### src/rtl/axi_rd_arbiter_if.sv
//==============================================================================
// Module      : axi_rd_arbiter_if
// Description : Single-beat AXI read channel bundle (AR + R). The master
//               modport issues addresses and accepts data; the slave modport
//               accepts addresses and returns data.
// Revision    : 1.0 - initial release
//==============================================================================
`default_nettype none

interface axi_rd_arbiter_if #(
    parameter int ADDR_W = 64,
    parameter int DATA_W = 64
);
    logic [ADDR_W-1:0] AR_ADDR;
    logic              AR_VALID;
    logic              AR_READY;
    logic [DATA_W-1:0] R_DATA;
    logic              R_VALID;
    logic              R_READY;

    modport master (
        output AR_ADDR, AR_VALID, R_READY,
        input  AR_READY, R_DATA, R_VALID
    );

    modport slave (
        input  AR_ADDR, AR_VALID, R_READY,
        output AR_READY, R_DATA, R_VALID
    );
endinterface

`default_nettype wire

### src/rtl/axi_rd_arbiter.sv
//==============================================================================
// Module      : axi_rd_arbiter
// Description : Two-requester (IFU, LSU) read-channel arbiter onto one shared
//               AXI read port. One outstanding transaction, registered address
//               and registered response buffer. LSU reads are held off while
//               lsu_st_pending is high (sampled only when idle).
//               Optional macro AXI_ARB_RR_EN selects round-robin priority;
//               without it the LSU wins every tie.
// Revision    : 1.0 - initial release
//==============================================================================
`default_nettype none

module axi_rd_arbiter #(
    parameter int ADDR_W = 64,
    parameter int DATA_W = 64
) (
    input  logic                    clk,
    input  logic                    rst_n,
    axi_rd_arbiter_if.slave         ifu,
    axi_rd_arbiter_if.slave         lsu,
    axi_rd_arbiter_if.master        axi,
    input  logic                    lsu_st_pending,
    output logic                    arb_busy,
    output logic                    arb_owner
);

    typedef enum logic [1:0] {
        S_IDLE = 2'd0,
        S_ADDR = 2'd1,
        S_DATA = 2'd2,
        S_RESP = 2'd3
    } state_t;

    // Owner encoding: 0 = IFU, 1 = LSU
    localparam logic OWN_IFU = 1'b0;
    localparam logic OWN_LSU = 1'b1;

    state_t              state_q, state_d;
    logic [ADDR_W-1:0]   addr_q,  addr_d;
    logic [DATA_W-1:0]   rdata_q, rdata_d;
    logic                owner_q, owner_d;

    logic                ifu_req;
    logic                lsu_req;
    logic                gnt_ifu;
    logic                gnt_lsu;
    logic                in_idle;
    logic                in_resp;
    logic                owner_r_ready;

`ifdef AXI_ARB_RR_EN
    logic                last_gnt_q, last_gnt_d;
`endif

    assign in_idle = (state_q == S_IDLE);
    assign in_resp = (state_q == S_RESP);

    // Eligibility and priority: a tie goes to LSU, or alternates when round-robin
    always_comb begin
        ifu_req = ifu.AR_VALID;
        lsu_req = lsu.AR_VALID & ~lsu_st_pending;
`ifdef AXI_ARB_RR_EN
        gnt_lsu = lsu_req & (~ifu_req | (last_gnt_q == OWN_IFU));
`else
        gnt_lsu = lsu_req;
`endif
        gnt_ifu = ifu_req & ~gnt_lsu;
    end

    assign owner_r_ready = (owner_q == OWN_LSU) ? lsu.R_READY : ifu.R_READY;

    // Next-state, address latch and response buffer capture
    always_comb begin
        state_d = state_q;
        addr_d  = addr_q;
        rdata_d = rdata_q;
        owner_d = owner_q;
`ifdef AXI_ARB_RR_EN
        last_gnt_d = last_gnt_q;
`endif
        case (state_q)
            S_IDLE: begin
                if (gnt_ifu | gnt_lsu) begin
                    addr_d  = gnt_lsu ? lsu.AR_ADDR : ifu.AR_ADDR;
                    owner_d = gnt_lsu ? OWN_LSU : OWN_IFU;
`ifdef AXI_ARB_RR_EN
                    last_gnt_d = gnt_lsu ? OWN_LSU : OWN_IFU;
`endif
                    state_d = S_ADDR;
                end
            end
            S_ADDR: begin
                if (axi.AR_READY) begin
                    state_d = S_DATA;
                end
            end
            S_DATA: begin
                if (axi.R_VALID) begin
                    rdata_d = axi.R_DATA;
                    state_d = S_RESP;
                end
            end
            S_RESP: begin
                if (owner_r_ready) begin
                    state_d = S_IDLE;
                end
            end
            default: state_d = S_IDLE;
        endcase
    end

    // State, address, buffer and owner registers
    always_ff @(posedge clk or negedge rst_n) begin
        if (!rst_n) begin
            state_q <= S_IDLE;
            addr_q  <= '0;
            rdata_q <= '0;
            owner_q <= OWN_IFU;
        end else begin
            state_q <= state_d;
            addr_q  <= addr_d;
            rdata_q <= rdata_d;
            owner_q <= owner_d;
        end
    end

`ifdef AXI_ARB_RR_EN
    // Round-robin history; starts at LSU so the first tie favours IFU
    always_ff @(posedge clk or negedge rst_n) begin
        if (!rst_n) begin
            last_gnt_q <= OWN_LSU;
        end else begin
            last_gnt_q <= last_gnt_d;
        end
    end
`endif

    // Requester AR_READY is qualified by rst_n so it stays low throughout
    // reset even though IDLE grants combinationally from live requests.
    assign ifu.AR_READY = rst_n & in_idle & gnt_ifu;
    assign lsu.AR_READY = rst_n & in_idle & gnt_lsu;

    assign ifu.R_VALID  = in_resp & (owner_q == OWN_IFU);
    assign lsu.R_VALID  = in_resp & (owner_q == OWN_LSU);
    assign ifu.R_DATA   = ifu.R_VALID ? rdata_q : '0;
    assign lsu.R_DATA   = lsu.R_VALID ? rdata_q : '0;

    assign axi.AR_VALID = (state_q == S_ADDR);
    assign axi.AR_ADDR  = addr_q;
    assign axi.R_READY  = (state_q == S_DATA);

    assign arb_busy     = ~in_idle;
    assign arb_owner    = owner_q;

endmodule

`default_nettype wire

### src/flat_wrapper.sv
// flat-port wrapper written by rule: the top's interface ports become plain ports
module axi_rd_arbiter_flat 
#(
    parameter int ADDR_W = 64,
    parameter int DATA_W = 64
)
  (clk, rst_n, lsu_st_pending, arb_busy, arb_owner, ifu_AR_ADDR, ifu_AR_VALID, ifu_R_READY, ifu_AR_READY, ifu_R_DATA, ifu_R_VALID, lsu_AR_ADDR, lsu_AR_VALID, lsu_R_READY, lsu_AR_READY, lsu_R_DATA, lsu_R_VALID, axi_AR_ADDR, axi_AR_VALID, axi_R_READY, axi_AR_READY, axi_R_DATA, axi_R_VALID);
  axi_rd_arbiter_if #(.ADDR_W(ADDR_W), .DATA_W(DATA_W)) ifu_i ();
  axi_rd_arbiter_if #(.ADDR_W(ADDR_W), .DATA_W(DATA_W)) lsu_i ();
  axi_rd_arbiter_if #(.ADDR_W(ADDR_W), .DATA_W(DATA_W)) axi_i ();
  input  logic clk;
  input  logic rst_n;
  input  logic lsu_st_pending;
  output logic arb_busy;
  output logic arb_owner;
  input wire logic [$bits(ifu_i.AR_ADDR)-1:0] ifu_AR_ADDR;
  input wire logic [$bits(ifu_i.AR_VALID)-1:0] ifu_AR_VALID;
  input wire logic [$bits(ifu_i.R_READY)-1:0] ifu_R_READY;
  output wire logic [$bits(ifu_i.AR_READY)-1:0] ifu_AR_READY;
  output wire logic [$bits(ifu_i.R_DATA)-1:0] ifu_R_DATA;
  output wire logic [$bits(ifu_i.R_VALID)-1:0] ifu_R_VALID;
  input wire logic [$bits(lsu_i.AR_ADDR)-1:0] lsu_AR_ADDR;
  input wire logic [$bits(lsu_i.AR_VALID)-1:0] lsu_AR_VALID;
  input wire logic [$bits(lsu_i.R_READY)-1:0] lsu_R_READY;
  output wire logic [$bits(lsu_i.AR_READY)-1:0] lsu_AR_READY;
  output wire logic [$bits(lsu_i.R_DATA)-1:0] lsu_R_DATA;
  output wire logic [$bits(lsu_i.R_VALID)-1:0] lsu_R_VALID;
  output wire logic [$bits(axi_i.AR_ADDR)-1:0] axi_AR_ADDR;
  output wire logic [$bits(axi_i.AR_VALID)-1:0] axi_AR_VALID;
  output wire logic [$bits(axi_i.R_READY)-1:0] axi_R_READY;
  input wire logic [$bits(axi_i.AR_READY)-1:0] axi_AR_READY;
  input wire logic [$bits(axi_i.R_DATA)-1:0] axi_R_DATA;
  input wire logic [$bits(axi_i.R_VALID)-1:0] axi_R_VALID;
  assign ifu_i.AR_ADDR = ifu_AR_ADDR;
  assign ifu_i.AR_VALID = ifu_AR_VALID;
  assign ifu_i.R_READY = ifu_R_READY;
  assign ifu_AR_READY = ifu_i.AR_READY;
  assign ifu_R_DATA = ifu_i.R_DATA;
  assign ifu_R_VALID = ifu_i.R_VALID;
  assign lsu_i.AR_ADDR = lsu_AR_ADDR;
  assign lsu_i.AR_VALID = lsu_AR_VALID;
  assign lsu_i.R_READY = lsu_R_READY;
  assign lsu_AR_READY = lsu_i.AR_READY;
  assign lsu_R_DATA = lsu_i.R_DATA;
  assign lsu_R_VALID = lsu_i.R_VALID;
  assign axi_AR_ADDR = axi_i.AR_ADDR;
  assign axi_AR_VALID = axi_i.AR_VALID;
  assign axi_R_READY = axi_i.R_READY;
  assign axi_i.AR_READY = axi_AR_READY;
  assign axi_i.R_DATA = axi_R_DATA;
  assign axi_i.R_VALID = axi_R_VALID;
  axi_rd_arbiter #(.ADDR_W(ADDR_W), .DATA_W(DATA_W)) u_core (.clk(clk), .rst_n(rst_n), .ifu(ifu_i), .lsu(lsu_i), .axi(axi_i), .lsu_st_pending(lsu_st_pending), .arb_busy(arb_busy), .arb_owner(arb_owner));
endmodule
### config.mk
export PLATFORM = sky130hd
export DESIGN_NAME = axi_rd_arbiter_flat
export DESIGN_NICKNAME = d
export VERILOG_FILES = /design/src/rtl/axi_rd_arbiter_if.sv /design/src/rtl/axi_rd_arbiter.sv /design/src/flat_wrapper.sv
export SDC_FILE = /design/constraint.sdc
export NUM_CORES = 1
export LEC_CHECK = 0
export CAP_MARGIN = 40
export CORE_AREA = 4 4 153 155
export CTS_CLUSTER_SIZE = 12
export DETAILED_ROUTE_END_ITERATION = 6
export DIE_AREA = 0 0 157 159
export PLACE_DENSITY = 0.66
export SYNTH_ARGS = -nofsm -noshare
export SYNTH_HDL_FRONTEND = slang
export SYNTH_SLANG_ARGS = --single-unit
### constraint.sdc
create_clock -name clk -period 2.6 [get_ports clk]
set_input_delay 0.52 -clock clk [delete_from_list [all_inputs] [get_ports clk]]
set_output_delay 0.52 -clock clk [all_outputs]
set_load 0.02 [all_outputs]
==> flow_metrics.py, run 1 <==
metrics = {
    "timing": {
        "timing.final.crit_share_pct": 96.1,
        "hold_viol": 0,
        "fmax_mhz": 400,
        "slew_violations": 0,
        "tightest_slew_ns": 0.729,
        "setup_viol": 0,
        "post-route-min-period_ns": 2.50,
        "clock_skew_ns": 0.00749,
        "slew_headroom_pct": 51.4,
        "whs_ns": 0.238,
    },
    "grt": {
        "gr-total-overflow": 0,
        "grt_pass1_vias": 6053,
        "grt_pass1_wl_um": 35200,
        "grt_use_total_pct": 18.2,
        "grt_antenna_before_repair": 2,
        "grt_start_max_net_pins": 132,
    },
    "clock_tree": {
        "cts_sinks": 131,
        "path_clk_slew_ns": 0.06,
        "htreeDepth": 4,
        "cts_buffers": 17,
        "clkLatencyLatePin_ns": 0.41,
        "cts_tree": "built",
        "cts-root-buf": "clkbuf_16",
        "cts_buffer_depth": 2,
        "hold_buffers": 0,
    },
    "yosys": {
        "ys_types": 24,
        "synthTopCellsByArea": "dfrtp_1 (50%), mux2_2 (11%), mux2i_1 (10%)",
        "synth_area_leader_cell": "dfrtp_1",
        "dominantRegCellSynth": "dfrtp_1",
        "avgSynthCellArea_um2": 11.0,
        "async_reset_ff_share_pct": 100,
        "synth_warnings": 0,
        "synth.top_cell.area_share_pct": 50.5,
        "synth_area_um2": 6490,
        "syn_inst": 591,
        "synth_edf_count": 0,
        "ys_seq_area_share_pct": 50.5,
        "syn_nets": 797,
        "ys_ff_latch": 131,
    },
    "setup_path": {
        "rr_worst_depth": 6,
        "cp_cell_sequence": "inv_1 > ha_1 > and3_1 > clkdlybuf4s50_1",
        "critPathMaxStageDelay_ns": 0.62,
        "slowest_stage": "clkdlybuf4s50_1",
        "r2r_start": "u_core.state_q[0]$_DFFE_PN0P_",
        "reg2reg_slack_ns": 0.75,
        "cp-end-kind": "output pin",
        "critical_path_required_ns": 2.08,
        "arrival_ns": 1.98,
        "crit_type": "reg2out",
        "startpoint_type": "flop",
        "r2r-end": "u_core.state_q[1]$_DFFE_PN0P_",
        "cp_max_fo": 4,
    },
    "floorplan": {
        "die_h_um": 159,
        "dieArea_um2": 25000,
        "rows": 54,
        "initial_core_util_pct": 29.8,
        "dieWidth_um": 157,
        "core_area_um2": 21800,
        "ios": 401,
    },
    "detailed_routing": {
        "vias": 5820,
        "drc": 0,
        "wl_per_cell_um": 18.3,
        "wl_um": 23400,
        "via_per_inst": 4.55,
        "drtAntennaViolNets": 0,
        "first_iter_violations": 167,
        "dr.pass1.iters": 6,
    },
    "min_path": {
        "min_path_type": "in2async",
    },
    "place": {
        "hpwl_um": 18000,
        "dp_cells": 1245,
        "routabilityCongestion": 0.822,
        "numPortBuffers": 400,
    },
    "job": {
        "max-cap-violations": 0,
    },
    "power": {
        "ir_drop_mv": 0.580,
        "p_total_mw": 12.3,
        "power_per_cell_area_nw_per_um2": 1060,
        "p_leak_nw": 6.27,
    },
    "cells_and_area": {
        "antenna_cells": 0,
        "finish.net_count": 1191,
        "area_growth_pct": 78.5,
        "final_cells": 1278,
        "fin_util_pct": 53.1,
        "drive_above_1_share_pct": 13.3,
    },
    "status": {
        "status": "finished clean",
    },
}
-- per-stage QoR --
step                TNS, ns  cell area [µm²]  setup WS [ns]
finish                    0            11600          0.103
detailed placement        0            10800          0.188
CTS                 -0.0621            11400        -0.0255
global placement          0            10800          0.210
global route        -0.0215            11600        -0.0197
floorplan                 0             6490          0.731
-- cell usage after synthesis (3+ instances only) --
cell type and instances:
clkbuf_1 22, clkbuf_2 4, buf_2 12, o21ai_0 64, inv_1 5, nand2_1 66, ha_1 5, buf_4 3
buf_6 6, mux2_2 65, and2_1 64, mux2i_1 65, dfrtp_1 131, and3_1 65, nor2_1 3
-- worst max-delay path, delay by kind of cell (launching register included) --
kind / cells / cell delay (ns)
adders and majority gates: 1 / 0.25
buffers and inverters: 2 / 0.75
and+or+nand+nor: 1 / 0.17
DFF: 1 / 0.40
-- power by group --
part | internal (mW) | leakage, nW | switching, mW
Clock | 1.73 | 0.310 | 0.916
Combinational | 2.90 | 4.38 | 3.04
Sequential | 3.06 | 1.59 | 0.689
Total | 7.69 | 6.27 | 4.65
-- registers in the layout, summed over array words and instances, names as in the netlist --
signal and cells:
u_core.arb_owner 1, u_core.rdata_q 64, u_core.axi.AR_ADDR 64, u_core.state_q 2
-- metal layers --
layer / GRT usage [%] / share of wire [%] / up-vias
met4: 4.54 / 1.5 / 4
met3: 8.78 / 12 / 26
met1: 19.7 / 36 / 2709
li1: - / - / 2813
met2: 31.8 / 50 / 268
met5: 0 / 0.094 / -
-- placed cells by master, fill, tap and decap left out, drive strengths merged, types with 2 or more instances in the layout --
cell type        n
and3            65
inv              5
o21ai           65
clkbuf          22
clkinvlp         2
nor2b            3
nand2           66
dlymetal6s2s    59
clkinv           5
bufinv           5
clkdlybuf4s50  267
mux2i           65
buf             29
ha               5
mux2            65
nor2             3
and2            64
dlygate4sd2     43
clkdlybuf4s15   24
dfrtp          131
-- layout make-up --
class / instances / area, µm²
multi-input combinational: 406 / 2930
tap: 280 / 350
clock buffer: 20 / 447
timing repair buffer: 424 / 4360
fill: 1997 / 10200
clock inverter: 12 / 205
inverter: 5 / 18.8
sequential: 131 / 3280
-- how the worst max path moves through the flow --
stage | startpoint | endpoint | slack (ns)
5_1_grt | u_core.state_q[1]$_DFFE_PN0P_ | ifu_R_DATA[38] | -0.02
2_1_floorplan | u_core.state_q[1]$_DFFE_PN0P_ | ifu_R_DATA[54] | 0.73
4_1_cts | u_core.state_q[1]$_DFFE_PN0P_ | ifu_R_DATA[48] | -0.03
3_5_place_dp | lsu_AR_VALID | lsu_AR_READY | 0.19
3_3_place_gp | lsu_AR_VALID | lsu_AR_READY | 0.21
6_report | u_core.state_q[0]$_DFFE_PN0P_ | lsu_AR_READY | 0.10
-- cell families (layout without fill, tap and decap cells) --
group / count (synthesis) / count (layout) / synth area share [%]
AND/OR/NAND/NOR: 203 / 203 / 17.0
flip-flops: 131 / 131 / 50.5
multiplexers: 130 / 130 / 21.3
AO/OA/AOI/OAI: 68 / 68 / 5.64
buffers and inverters: 54 / 461 / 4.64
adder cells (fa/ha/maj): 5 / 5 / 0.963
-- repair_timing --
action                                  4_1_cts  5_1_grt
resized for setup                            73       87
endpoints found under the setup margin      106      115
buffers inserted                              0        1
Note: power is estimated with default switching activity, not from simulation.
==> inputs of run 2 (changes only) <==
Settings changed: CELL_PAD_IN_SITES_DETAIL_PLACEMENT from default to 1, CELL_PAD_IN_SITES_GLOBAL_PLACEMENT from default to 1, CORE_AREA 4 4 153 155 to default, CORE_ASPECT_RATIO from default to 0.75, CORE_MARGIN from default to 4, CORE_UTILIZATION from default to 29, DIE_AREA 0 0 157 159 to default, PLACE_DENSITY 0.66 to default, PLACE_DENSITY_LB_ADDON from default to 0.1.
==> run 2 against run 1 <==
Sequential power down 2%. Critical path depth unchanged. Total power down 3.6%. Critical path type unchanged. Clock power down 11%. Via count up 0.41%. Register-to-register slack better by 0.02 ns. Die area down 0.33%. Largest cell class unchanged. Cell count up 0.55%. Worst setup slack worse by 0.0014 ns. Fmax about the same. Clock skew up 0.0031 ns.
==> flow_metrics.py, run 2 (synthesis gave the netlist of run 1 again) <==
metrics = {
    "clock_tree": {
        "cts_sinks": 131,
        "cts_buffer_depth": 2,
        "cts_tree": "built",
        "htreeDepth": 4,
        "cts_buffers": 17,
        "clkLatencyLatePin_ns": 0.41,
        "path_clk_slew_ns": 0.06,
        "cts-root-buf": "clkbuf_16",
    },
    "setup_path": {
        "arrival_ns": 1.98,
        "cp_max_fo": 16,
        "startpoint_type": "flop",
        "critical_path_required_ns": 2.08,
        "cp-end-kind": "output pin",
        "crit_type": "reg2out",
    },
    "cells_and_area": {
        "area_growth_pct": 74.3,
        "register_area_um2": 3280,
        "final_common_cell": "clkdlybuf4s50_1",
        "nFillCells": 2431,
        "final_cells": 1285,
        "antenna_cells": 0,
        "layout_common_cells": "clkdlybuf4s50_1 (268), dfrtp_1 (130), dlygate4sd2_1 (103)",
        "finish.net_count": 1186,
        "fin_util_pct": 51.3,
        "drive_above_1_share_pct": 12.1,
        "multi_input_area_um2": 2930,
    },
    "place": {
        "routabilityCongestion": 0.775,
        "hpwl_um": 18500,
        "numPortBuffers": 400,
        "dp_cells": 1254,
    },
    "status": {
        "status": "finished clean",
    },
    "power": {
        "pwr-share-comb_pct": 49.3,
        "power_per_cell_area_nw_per_um2": 1050,
        "p_leak_nw": 5.68,
        "pwr-share-seq_pct": 31.0,
        "power.internal_mw": 7.25,
        "ir_drop_mv": 0.454,
        "swShare_pct": 39.0,
        "pwr-share-clk_pct": 19.7,
        "switching_power_mw": 4.64,
    },
    "job": {
        "max-cap-violations": 0,
    },
    "detailed_routing": {
        "first_iter_violations": 195,
        "vias": 5844,
        "dr.pass1.iters": 4,
        "wl_um": 24700,
        "via_per_inst": 4.55,
        "drtAntennaViolNets": 0,
        "wl_per_cell_um": 19.2,
        "drc": 0,
    },
    "timing": {
        "clock_skew_ns": 0.0106,
        "hold_viol": 0,
        "timing.final.crit_share_pct": 96.1,
        "whs_ns": 0.477,
        "tightest_slew_ns": 0.462,
        "tns_ns": 0,
        "post-route-min-period_ns": 2.50,
        "slew_headroom_pct": 69.2,
        "setup_viol": 0,
        "fmax_mhz": 400,
        "slew_violations": 0,
    },
    "grt": {
        "grt_antenna_before_repair": 0,
        "grt_start_max_net_pins": 109,
        "grt_use_total_pct": 19.0,
        "gr-total-overflow": 0,
        "grt_pass1_vias": 6096,
        "grt_pass1_wl_um": 36600,
    },
    "floorplan": {
        "die_h_um": 138,
        "dieArea_um2": 24900,
        "ios": 401,
        "rows": 47,
        "dieWidth_um": 181,
        "initial_core_util_pct": 29.5,
        "core_area_um2": 22100,
    },
    "min_path": {
        "min_path_type": "reg2reg",
    },
}
==> run 2: cell types whose count changed in the layout (fill, tap and decap cells not counted), moves of 2 or more <==
cell / delta
buf_4: -9
dlymetal6s2s_1: -44
buf_12: -2
clkdlybuf4s15_1: -11
clkinv_4: -2
clkinv_2: +4
clkbuf_2: -2
dlygate4sd2_1: +60
bufinv_16: -3
==> run 2: what timing repair did <==
item	in CTS	in global routing
hold buffers	1	0
hold endpoints to repair	5	0
setup endpoints to repair	114	68
setup buffers	0	0
pin swaps	0	0
resized for setup	119	30
==> run 2: worst paths after layout <==
check                                                    from                            endpoint  slack (ns)  cells after the start
max                             u_core.state_q[0]$_DFFE_PN0P_                      lsu_R_DATA[45]        0.10                      4
min                        u_core.axi.AR_ADDR[23]$_DFFE_PN0P_  u_core.axi.AR_ADDR[23]$_DFFE_PN0P_        0.48                      2
max reg2reg                     u_core.state_q[0]$_DFFE_PN0P_       u_core.state_q[1]$_DFFE_PN0P_        0.77                      6
min reg2reg                u_core.axi.AR_ADDR[23]$_DFFE_PN0P_  u_core.axi.AR_ADDR[23]$_DFFE_PN0P_        0.48                      2
max in group asynchronous                               rst_n        u_core.arb_owner$_DFFE_PN0P_        1.18                      4
min in group asynchronous                               rst_n  u_core.axi.AR_ADDR[33]$_DFFE_PN0P_        0.57                      2
==> run 2: per-stage QoR <==
step	setup slack [ns]	cell area (µm²)	power (mW)
2_1_floorplan	0.731	6490	6.81
3_3_place_gp	0.0897	10800	9.80
3_5_place_dp	0.0937	10800	9.94
4_1_cts	-0.0923	11300	12.1
5_1_grt	-0.00432	11300	12.7
6_report	0.101	11300	11.9
==> run 2: final cells by class <==
class / count / area share, %
Clock inverter: 10 / 0.973
Sequential cell: 131 / 29.0
Clock buffer: 20 / 4.03
Tap cell: 294 / 3.25
Inverter: 5 / 0.166
Timing Repair Buffer: 419 / 36.7
Multi-Input combinational cell: 406 / 25.9
==> run 2: worst max-delay path: stages, from the launching register on <==
cell and delay (ns):
dfrtp_1 0.39, ha_2 0.25, buf_6 0.17, and3_1 0.15, clkdlybuf4s50_1 0.60
==> run 2: metal layers <==
| metal | share of wire [%] | vias to the layer above | global-route usage [%] |
|---|---|---|---|
| li1 | - | 2798 | - |
| met5 | 0 | - | 0 |
| met1 | 40 | 2817 | 22.4 |
| met3 | 7.8 | 20 | 6.60 |
| met2 | 51 | 209 | 33.0 |
| met4 | 1.6 | 0 | 5.79 |
==> run 2: power groups by stage <==
stage          logic [mW]  registers, mW  clock network, mW
2_1_floorplan        2.70           4.11                  0
3_3_place_gp         6.14           3.67                  0
3_5_place_dp         6.23           3.72                  0
4_1_cts              5.96           3.69               2.42
5_1_grt              6.32           3.83               2.51
6_report             5.85           3.69               2.35
